### src/rtl/alu_pkg.sv
// Shared ALU/branch definitions: op-codes, resolver state encoding and op-class helpers.
// The comparator and the branch resolver both import this package so they agree on op-codes.
package alu_pkg;

  // Operation codes carried on Instruction_to_ALU.
  localparam logic [4:0] OP_BEQ  = 5'd0;
  localparam logic [4:0] OP_BNE  = 5'd1;
  localparam logic [4:0] OP_BLT  = 5'd2;
  localparam logic [4:0] OP_BGE  = 5'd3;
  localparam logic [4:0] OP_BLTU = 5'd4;
  localparam logic [4:0] OP_BGEU = 5'd5;
  localparam logic [4:0] OP_SLT  = 5'd9;
  localparam logic [4:0] OP_SLTU = 5'd10;

  // Branch resolver states, kept as plain constants so older tools and testers can share them.
  typedef logic [1:0] br_state_t;
  localparam br_state_t ST_IDLE     = 2'd0;
  localparam br_state_t ST_WAIT_CMP = 2'd1;
  localparam br_state_t ST_RESOLVE  = 2'd2;
  localparam br_state_t ST_FLUSH    = 2'd3;

  function automatic logic op_is_branch(input logic [4:0] op);
    logic is_br;
    case (op)
      OP_BEQ, OP_BNE, OP_BLT, OP_BGE, OP_BLTU, OP_BGEU: is_br = 1'b1;
      default:                                          is_br = 1'b0;
    endcase
    return is_br;
  endfunction

  function automatic logic op_is_slt(input logic [4:0] op);
    return (op == OP_SLT) || (op == OP_SLTU);
  endfunction

  // Only these ops are accepted by the resolver; anything else is dropped in IDLE.
  function automatic logic op_is_supported(input logic [4:0] op);
    return op_is_branch(op) || op_is_slt(op);
  endfunction

endpackage : alu_pkg

### src/rtl/branch_resolver_if.sv
// Operand/result bundle between the issue stage, the comparator and the branch resolver.
// master drives operands and the write-back ready; slave is the resolver itself.
interface branch_resolver_if;

  logic        dat_ready;
  logic [4:0]  Instruction_to_ALU;
  logic [31:0] pc_in;
  logic [31:0] imm_in;
  logic        Comparator_con_met;
  logic        wb_ready;

  logic        busy;
  logic        br_valid;
  logic        br_taken;
  logic [31:0] br_target;
  logic        br_misalign;
  logic        slt_wb_valid;
  logic [31:0] slt_wb_data;
  logic        flush;

  modport master (
    output dat_ready, Instruction_to_ALU, pc_in, imm_in, Comparator_con_met, wb_ready,
    input  busy, br_valid, br_taken, br_target, br_misalign, slt_wb_valid, slt_wb_data, flush
  );

  modport slave (
    input  dat_ready, Instruction_to_ALU, pc_in, imm_in, Comparator_con_met, wb_ready,
    output busy, br_valid, br_taken, br_target, br_misalign, slt_wb_valid, slt_wb_data, flush
  );

endinterface : branch_resolver_if

### src/rtl/branch_resolver.sv
// Resolves branches and SLT results one cycle after the comparator answers, then
// holds the result for the write-back handshake and squashes younger work on taken branches.
module branch_resolver
  import alu_pkg::*;
#(
  parameter int unsigned FLUSH_CYCLES = 2  // legal range 1..15
) (
  input  logic              soc_clk,
  input  logic              reset,
  branch_resolver_if.slave  br_if
);

  br_state_t   state;
  logic [4:0]  op_q;
  logic [31:0] pc_q;
  logic [31:0] imm_q;
  logic [3:0]  flush_cnt;

  logic        br_valid_q;
  logic        br_taken_q;
  logic [31:0] br_target_q;
  logic        br_misalign_q;
  logic        slt_valid_q;
  logic [31:0] slt_data_q;
  logic        flush_q;

  logic [31:0] taken_target;
  logic [31:0] seq_target;
  logic        con_met;
  logic        take_flush;

  // Both candidate targets wrap modulo 2^32; there is deliberately no carry out.
  assign taken_target = pc_q + imm_q;
  assign seq_target   = pc_q + 32'd4;
  assign con_met      = br_if.Comparator_con_met;
  assign take_flush   = br_valid_q & br_taken_q & ~br_misalign_q;

  // NOTE: every register here, captured operands included, sits on the async reset so an
  // aborted operation leaves no stale target or flush behind when reset releases.
  always_ff @(posedge soc_clk or negedge reset) begin
    if (!reset) begin
      state         <= ST_IDLE;
      op_q          <= '0;
      pc_q          <= '0;
      imm_q         <= '0;
      flush_cnt     <= '0;
      br_valid_q    <= 1'b0;
      br_taken_q    <= 1'b0;
      br_target_q   <= '0;
      br_misalign_q <= 1'b0;
      slt_valid_q   <= 1'b0;
      slt_data_q    <= '0;
      flush_q       <= 1'b0;
    end else begin
      // NOTE: state uses non-blocking assignments so every branch reads pre-edge values.
      case (state)
        ST_IDLE: begin
          if (br_if.dat_ready && op_is_supported(br_if.Instruction_to_ALU)) begin
            op_q  <= br_if.Instruction_to_ALU;
            pc_q  <= br_if.pc_in;
            imm_q <= br_if.imm_in;
            state <= ST_WAIT_CMP;
          end
        end

        ST_WAIT_CMP: begin
          if (op_is_branch(op_q)) begin
            br_valid_q    <= 1'b1;
            br_taken_q    <= con_met;
            br_target_q   <= con_met ? taken_target : seq_target;
            br_misalign_q <= con_met & (|taken_target[1:0]);
            slt_valid_q   <= 1'b0;
            slt_data_q    <= '0;
          end else begin
            br_valid_q    <= 1'b0;
            br_taken_q    <= 1'b0;
            br_target_q   <= '0;
            br_misalign_q <= 1'b0;
            slt_valid_q   <= 1'b1;
            slt_data_q    <= {31'b0, con_met};
          end
          state <= ST_RESOLVE;
        end

        ST_RESOLVE: begin
          // Results stay frozen until downstream takes them.
          if (br_if.wb_ready) begin
            br_valid_q    <= 1'b0;
            br_taken_q    <= 1'b0;
            br_target_q   <= '0;
            br_misalign_q <= 1'b0;
            slt_valid_q   <= 1'b0;
            slt_data_q    <= '0;
            if (take_flush) begin
              flush_q   <= 1'b1;
              flush_cnt <= 4'(FLUSH_CYCLES - 1);
              state     <= ST_FLUSH;
            end else begin
              state     <= ST_IDLE;
            end
          end
        end

        ST_FLUSH: begin
          // flush rose on the handshake edge, so counting down from N-1 yields N high cycles.
          if (flush_cnt == 4'd0) begin
            flush_q <= 1'b0;
            state   <= ST_IDLE;
          end else begin
            flush_cnt <= flush_cnt - 4'd1;
          end
        end

        default: state <= ST_IDLE;
      endcase
    end
  end

  assign br_if.busy         = (state != ST_IDLE);
  assign br_if.br_valid     = br_valid_q;
  assign br_if.br_taken     = br_taken_q;
  assign br_if.br_target    = br_target_q;
  assign br_if.br_misalign  = br_misalign_q;
  assign br_if.slt_wb_valid = slt_valid_q;
  assign br_if.slt_wb_data  = slt_data_q;
  assign br_if.flush        = flush_q;

endmodule : branch_resolver

### src/flat_wrapper.sv
// flat-port wrapper written by rule: the top's interface ports become plain ports
module branch_resolver_flat import alu_pkg::*;
#(
  parameter int unsigned FLUSH_CYCLES = 2                      
)
  (soc_clk, reset, br_if_dat_ready, br_if_Instruction_to_ALU, br_if_pc_in, br_if_imm_in, br_if_Comparator_con_met, br_if_wb_ready, br_if_busy, br_if_br_valid, br_if_br_taken, br_if_br_target, br_if_br_misalign, br_if_slt_wb_valid, br_if_slt_wb_data, br_if_flush);
  branch_resolver_if br_if_i ();
  input  logic soc_clk;
  input  logic reset;
  input wire logic [$bits(br_if_i.dat_ready)-1:0] br_if_dat_ready;
  input wire logic [$bits(br_if_i.Instruction_to_ALU)-1:0] br_if_Instruction_to_ALU;
  input wire logic [$bits(br_if_i.pc_in)-1:0] br_if_pc_in;
  input wire logic [$bits(br_if_i.imm_in)-1:0] br_if_imm_in;
  input wire logic [$bits(br_if_i.Comparator_con_met)-1:0] br_if_Comparator_con_met;
  input wire logic [$bits(br_if_i.wb_ready)-1:0] br_if_wb_ready;
  output wire logic [$bits(br_if_i.busy)-1:0] br_if_busy;
  output wire logic [$bits(br_if_i.br_valid)-1:0] br_if_br_valid;
  output wire logic [$bits(br_if_i.br_taken)-1:0] br_if_br_taken;
  output wire logic [$bits(br_if_i.br_target)-1:0] br_if_br_target;
  output wire logic [$bits(br_if_i.br_misalign)-1:0] br_if_br_misalign;
  output wire logic [$bits(br_if_i.slt_wb_valid)-1:0] br_if_slt_wb_valid;
  output wire logic [$bits(br_if_i.slt_wb_data)-1:0] br_if_slt_wb_data;
  output wire logic [$bits(br_if_i.flush)-1:0] br_if_flush;
  assign br_if_i.dat_ready = br_if_dat_ready;
  assign br_if_i.Instruction_to_ALU = br_if_Instruction_to_ALU;
  assign br_if_i.pc_in = br_if_pc_in;
  assign br_if_i.imm_in = br_if_imm_in;
  assign br_if_i.Comparator_con_met = br_if_Comparator_con_met;
  assign br_if_i.wb_ready = br_if_wb_ready;
  assign br_if_busy = br_if_i.busy;
  assign br_if_br_valid = br_if_i.br_valid;
  assign br_if_br_taken = br_if_i.br_taken;
  assign br_if_br_target = br_if_i.br_target;
  assign br_if_br_misalign = br_if_i.br_misalign;
  assign br_if_slt_wb_valid = br_if_i.slt_wb_valid;
  assign br_if_slt_wb_data = br_if_i.slt_wb_data;
  assign br_if_flush = br_if_i.flush;
  branch_resolver #(.FLUSH_CYCLES(FLUSH_CYCLES)) u_core (.soc_clk(soc_clk), .reset(reset), .br_if(br_if_i));
endmodule
### config.mk
export PLATFORM = sky130hd
export DESIGN_NAME = branch_resolver_flat
export DESIGN_NICKNAME = d
export VERILOG_FILES = /design/src/rtl/alu_pkg.sv /design/src/rtl/branch_resolver_if.sv /design/src/rtl/branch_resolver.sv /design/src/flat_wrapper.sv
export SDC_FILE = /design/constraint.sdc
export NUM_CORES = 1
export LEC_CHECK = 0
export CAP_MARGIN = 0
export CORE_ASPECT_RATIO = 0.7
export CORE_MARGIN = 5
export CORE_UTILIZATION = 52
export DETAILED_ROUTE_END_ITERATION = 16
export HOLD_SLACK_MARGIN = 0.05
export PLACE_DENSITY = 0.81
export SYNTH_ARGS = -nofsm -noshare
export SYNTH_HDL_FRONTEND = slang
export SYNTH_SLANG_ARGS = --single-unit
### constraint.sdc
create_clock -name soc_clk -period 3 [get_ports soc_clk]
set_input_delay 0.45 -clock soc_clk [delete_from_list [all_inputs] [get_ports soc_clk]]
set_output_delay 0.45 -clock soc_clk [all_outputs]
set_load 0.005 [all_outputs]
======== Word-level counts from Yosys, hierarchy flattened ========
Cells that the tools add are included.
storage, ports and cells
  bits in registers ....................... 144
  bits of input ports ..................... 74
  output and inout port bits .............. 70
  word-level logic and storage cells ...... 89
operators by class
  add/subtract/negate cells ............... 3
  equal/unequal tests ..................... 20
  muxes and demuxes ....................... 32
  bitwise operators ....................... 4
  reduce and logical (&&, ||, !) cells .... 18
operator list
  operator                                                number
  one-hot mux 32 bit (2 select lines)                     2
  two-way mux 32 bit                                      3
  adder 32 x 3 -> 32 bit (second input constant)          1
  adder 32 bit                                            1
  equality test 5 x 2 -> 1 bit (second input constant)    4
  equality test 5 x 3 -> 1 bit (second input constant)    4
  two-way mux 1 bit                                       13
  two-way mux 4 bit                                       3
  OR reduction 6 bit                                      2
  equality test 5 x 1 -> 1 bit (second input constant)    2
  equality test 5 x 4 -> 1 bit (second input constant)    2
  logical NOT 5 bit                                       2
  one-hot mux 1 bit (2 select lines)                      5
  two-way mux 2 bit                                       4
  one-hot mux 2 bit (4 select lines)                      1
  one-hot mux 4 bit (2 select lines)                      1
  AND reduction 4 bit                                     2
  inequality test 2 x 1 -> 1 bit (second input constant)  3
  nonzero test 2 bit                                      3
  equality test 2 bit (second input constant)             2
  logical NOT 4 bit                                       1
  inequality test 2 bit (second input constant)           2
  AND reduction 2 bit                                     2
  subtractor 4 x 1 -> 4 bit (second input constant)       1
  8 further kinds                                         11

======== Depth between registers and ports, before layout ========
  word-level depth ........................ 8
  gate-level depth with buffers ........... 12
  gate-level depth less buffers ........... 12

======== Least setup slack after synthesis ========
No wires, ideal clock.
  path kind ............................... register to register
  start point ............................. register u_core.pc_q[0]
  end point ............................... register u_core.br_target_q[30] (netlist: u_core.br_if.br_target[30])
  setup time .............................. 0.137 ns
  data arrival time ....................... 2.394 ns
  data required time ...................... 2.863 ns
  setup slack ............................. 0.469 ns
  stages on the path, launching flop included .. 13
  buffers on the path ..................... 0
  period minus slack after synthesis ...... 2.531 ns
  cells stage by stage .................... dfrtp_1 -> ha_1 -> inv_1 -> fa_1 -> nor2b_1 -> o21a_1 -> o21ai_1 -> a211o_1 -> a211o_1 -> a31oi_4 -> a221oi_2 -> xor2_1 -> o221ai_2
between the ends
  word-level cells in the longest chain between the ends .. 4
  elaborated cells on any way between the ends .. 5
  those cells by class .................... add/sub (2); mux (3)
ends and longest elaborated chain
  item                                                    line                                          text
  from (decl)                                             branch_resolver.sv:15                         logic [31:0] pc_q;
  from (signal assigned)                                  branch_resolver.sv:60                         pc_q <= br_if.pc_in;
  adder 32 x 3 -> 32 bit or adder 32 bit (tied branches)  branch_resolver.sv:34, branch_resolver.sv:33
  two-way mux 32 bit *                                    branch_resolver.sv:70                         br_target_q <= con_met ? taken_target : seq_target;
  two-way mux 32 bit *                                    branch_resolver.sv:67                         if (op_is_branch(op_q)) begin
  one-hot mux 32 bit (2 select lines) *                   branch_resolver.sv:56                         case (state)
  to (signal assigned)                                    branch_resolver.sv:70
  to (decl)                                               branch_resolver.sv:21                         logic [31:0] br_target_q;
Every way passes the cells marked *; elsewhere a longest branch is shown, timed or not.
A chain may end at the register's enable or synchronous reset.

======== Final worst setup path ========
  start point ............................. register u_core.imm_q[0]
  end point ............................... register u_core.br_target_q[28] (netlist: u_core.br_if.br_target[28])
between the ends
  word-level cells in the longest chain between the ends .. 4
ends and longest elaborated chain
  item                                 line                   text
  from (decl)                          branch_resolver.sv:16  logic [31:0] imm_q;
  from (signal assigned)               branch_resolver.sv:61  imm_q <= br_if.imm_in;
  adder 32 bit                         branch_resolver.sv:33  assign taken_target = pc_q + imm_q;
  two-way mux 32 bit                   branch_resolver.sv:70
  two-way mux 32 bit                   branch_resolver.sv:67
  one-hot mux 32 bit (2 select lines)  branch_resolver.sv:56
Every way passes these cells.

==> summary.md <==
| Metric | Value |
|---|---|
| Largest family of logic cells by synthesized area | `compound AO/OA/AOI/OAI gates` |
| Period utilization | `a little over nine tenths` |
| #FFs+latches synth | `about 110` |
| Most common cell in the netlist | `dfrtp_1` |
| Tmin final | `approximately 2800 ps` |
| Reg area | `0.00280 mm2` |
| Area occupied by multi-input gates | `around 0.0039 mm2` |
| Worst Hold Class | `input port to async pin` |
| EDFF count, synth | `0` |
| Crit path launch type | `flop` |
| Fmax achieved | `between 300 and 400 MHz` |
| Area Overhead vs Synth | `21.2%` |
| Root buf cell | `clkbuf_16` |
| CTS sink count | `approximately 110` |
| Netlist cell types | `67` |
| Die Width | `around 150 um` |
| Final worst slack | `169 ps` |
| Die Area | `about 0.016 mm2` |
| Mapped Cells | `about 700` |
| Fillers | `1036` |
| DR DRC count | `0` |
| Rel. slew slack | `between 40% and 50%` |
| Worst-Skew Late Latency | `350 ps` |
| GRT Residual Overflow | `0` |
| Largest area contributor in the netlist | `dfrtp_1` |
| Outcome | `completed` |
| Die height | `between 100 and 150 um` |
| Ant. Diodes | `0` |
| Finished Cell Area | `around 0.0084 mm2` |
| Syn Area/Cell | `between 9 and 10 um2` |
| Non-Filler Instances | `973` |
| Layout cells sized above 1 | `13.1%` |
| Drt pass-1 iters | `5` |
| Total track usage | `about 22%` |
| Gpl congestion | `slightly above 0.9` |
| Slew Viols, Final | `0` |
| Starting DRC count in detailed routing | `490` |
| Synth Area in XOR/XNOR | `6.57%` |
| Final hold viol count | `0` |
| Gate power share | `about 56%` |
| Switching part of the total power | `a little over two fifths` |
| Fraction of registers with async set/reset | `100%` |
| Adder-Cell Fraction of Synth Area | `under 10%` |
| Final WL | `approximately 17000 um` |
| Clock power share | `13.7%` |
| Int Pwr | `between 5 and 6 mW` |
| Pin count of the biggest net entering global routing | `74` |
| Drt wl/cell | `17.8 um` |
| Multiplexer share of the synthesized area | `between 10% and 20%` |
| Port bufs | `approximately 110` |
| CP Capture Type | `flop` |
| Unrepaired setup endpoints after global routing | `false` |
| Boundary Pins | `144` |
| Post-Synth Simple-Gate Area | `around 14%` |
| Post-Synthesis Cell Area | `around 0.0069 mm2` |
| P_sw | `~3.8 mW` |
| H-tree depth | `3` |
| Dpl cells | `roughly 960` |
| Vias | `5688` |
| Data required, critical path | `between 3000 and 4000 ps` |
| FP Rows | `35` |
| CTS tree | `built` |
| Worst Path Arrival | `about 3100 ps` |
| Nets | `911` |
| Synth Area in Compound Gates | `approximately 15%` |
| Starting Density | `a little over half` |
| Total of max-cap violations | `0` |
| Synth top area cells | `dfrtp_1 40%, mux2_2 10%, ha_1 6.1%, nand2_1 4.3%, buf_4 3.4%` |
| Pre-CTS setup slack | `209 ps` |
| Crit Path Category | `flop to flop` |
| Clk slew on worst S/H paths | `roughly 70 ps` |
| Worst Skew | `roughly 4.9 ps` |
| Syn. warnings | `0` |
| Synth top cells by count | `112 x dfrtp_1, 80 x nand2_1, 63 x mux2_2` |
| Yosys top cell area share | `40.4%` |
| # hold bufs at CTS | `0` |
| Total negative setup slack | `0 ps` |
| Final setup fails | `0` |
| Routed vias/inst | `approximately 6` |
| First-pass GRT wire length | `around 28000 um` |
| Vias in the first global route | `5628` |
| CTS Buf Count | `9` |
| Pwr/cell area | `1080 mW/mm2` |
| Antenna violations before repair | `0` |
| Sequential share of power | `between 30% and 40%` |
| Detail Route Antenna Nets | `0` |
| Static Leak | `3.60 nW` |
| Crit path max fanout | `4` |
| Slew at the pin closest to its max-slew limit | `776 ps` |
| Worst-case vdd ir drop | `0.418 mV` |
| DP HPWL | `~13000 um` |
| Core ar. | `0.0131 mm2` |
| Post-DP Area | `0.00809 mm2` |
| Max clock buf depth | `2` |
| Register area share after synthesis | `around two fifths` |
| Main flop type after synthesis | `dfrtp_1` |
| Worst hold slack | `roughly 160 ps` |
area by class of cell:
| type | instances | area share [%] |
|---|---|---|
| multi-input cells | 549 | 45.9 |
| clock inverters | 6 | 0.819 |
| clock buffers | 10 | 2.85 |
| flip-flops and latches | 112 | 33.4 |
| well taps | 166 | 2.47 |
| inverters | 13 | 0.581 |
| repair buffers | 117 | 14.1 |
per-layer routing:
layer | global-route usage (%) | vias up | part of all wire (%)
li1 | - | 2639 | -
met1 | 30.8 | 2799 | 45
met2 | 35.3 | 227 | 46
met3 | 4.60 | 23 | 7.6
met4 | 5.41 | 0 | 1.2
met5 | 0 | - | 0
through the flow:
step           power (mW)  utilization (%)
2_1_floorplan        6.25                -
3_3_place_gp         7.59             61.8
3_5_place_dp         7.76             61.8
4_1_cts              9.06             64.1
5_1_grt              9.77             64.1
6_report             9.11             64.1
cell families (layout without fill, tap and decap cells):
kind of cell,after synthesis,in the layout
compound gates,160,160
xor+xnor,52,52
fa+ha+maj,35,35
buf+inv,71,146
flops,112,112
mux,69,69
other cells,1,31
simple gates,202,202
critical path, stage by stage, from the launching register on:
cell	delay (ps)
dfrtp_1	370
ha_1	200
inv_1	70
fa_1	390
nor2b_1	150
o21a_1	170
o21ai_1	110
a211o_1	330
nand3_1	130
o21ai_1	120
o311a_1	370
a211o_1	300
nand2_1	70
power groups by stage:
| stage | logic (mW) | clock network (mW) | registers [mW] |
|---|---|---|---|
| final | 5.06 | 1.25 | 2.80 |
| after global routing | 5.55 | 1.33 | 2.89 |
| after CTS | 5.01 | 1.26 | 2.79 |
| after detailed placement | 4.95 | 0 | 2.81 |
| after global placement | 4.82 | 0 | 2.77 |
| after floorplan | 3.62 | 0 | 2.63 |
registers in the layout, indices dropped and copies added (netlist names):
| name | count |
|---|---|
| u_core.br_if.br_target | 32 |
| u_core.imm_q | 32 |
| u_core.pc_q | 32 |
| u_core.flush_cnt | 4 |
| u_core.op_q | 4 |
| u_core.state | 2 |
| u_core.br_if.br_misalign | 1 |
| u_core.br_if.br_taken | 1 |
| u_core.br_if.br_valid | 1 |
| u_core.br_if.flush | 1 |
| u_core.br_if.slt_wb_data | 1 |
| u_core.br_if.slt_wb_valid | 1 |
path summary, 6_finish.rpt:
| check | cells after the start | slack [ps] | to | from |
|---|---|---|---|---|
| setup / recovery | 12 | 170 | u_core.br_if.br_target[28] | u_core.imm_q[0] |
| hold / removal | 1 | 160 | u_core.imm_q[5] | reset |
| setup reg to reg | 12 | 170 | u_core.br_if.br_target[28] | u_core.imm_q[0] |
| hold reg to reg | 1 | 480 | u_core.br_if.slt_wb_valid | u_core.br_if.slt_wb_valid |
| max in group asynchronous | 2 | 2090 | u_core.pc_q[23] | reset |
| min in group soc_clk | 1 | 480 | u_core.br_if.slt_wb_valid | u_core.br_if.slt_wb_valid |
what timing repair did:
| action | 4_1_cts | 5_1_grt |
|---|---|---|
| setup buffers | 0 | 0 |
| setup endpoints to repair | 0 | 1 |
| gates resized for setup | 0 | 1 |
layout by cell type, fill, tap and decap left out, drive strengths merged, types with 4 or more instances in the layout:
cell type,synthesis,layout
dfrtp,112,112
clkdlybuf4s50,0,111
nand2,81,81
mux2,63,63
o21ai,46,46
a21oi,45,45
nor2,40,40
ha,34,34
conb,1,31
xor2,26,26
xnor2,26,26
nand3,20,20
a21o,17,17
inv,13,13
nand4,13,13
o221ai,12,12
clkbuf,17,10
nor2b,9,9
nand2b,7,7
and3,7,7
nor3,7,7
mux2i,6,6
buf,41,6
o21a,5,5
a211oi,4,4
clkinvlp,0,4
and4,4,4
a31oi,4,4
a221oi,4,4
Note: power is estimated with default switching activity, not from simulation.
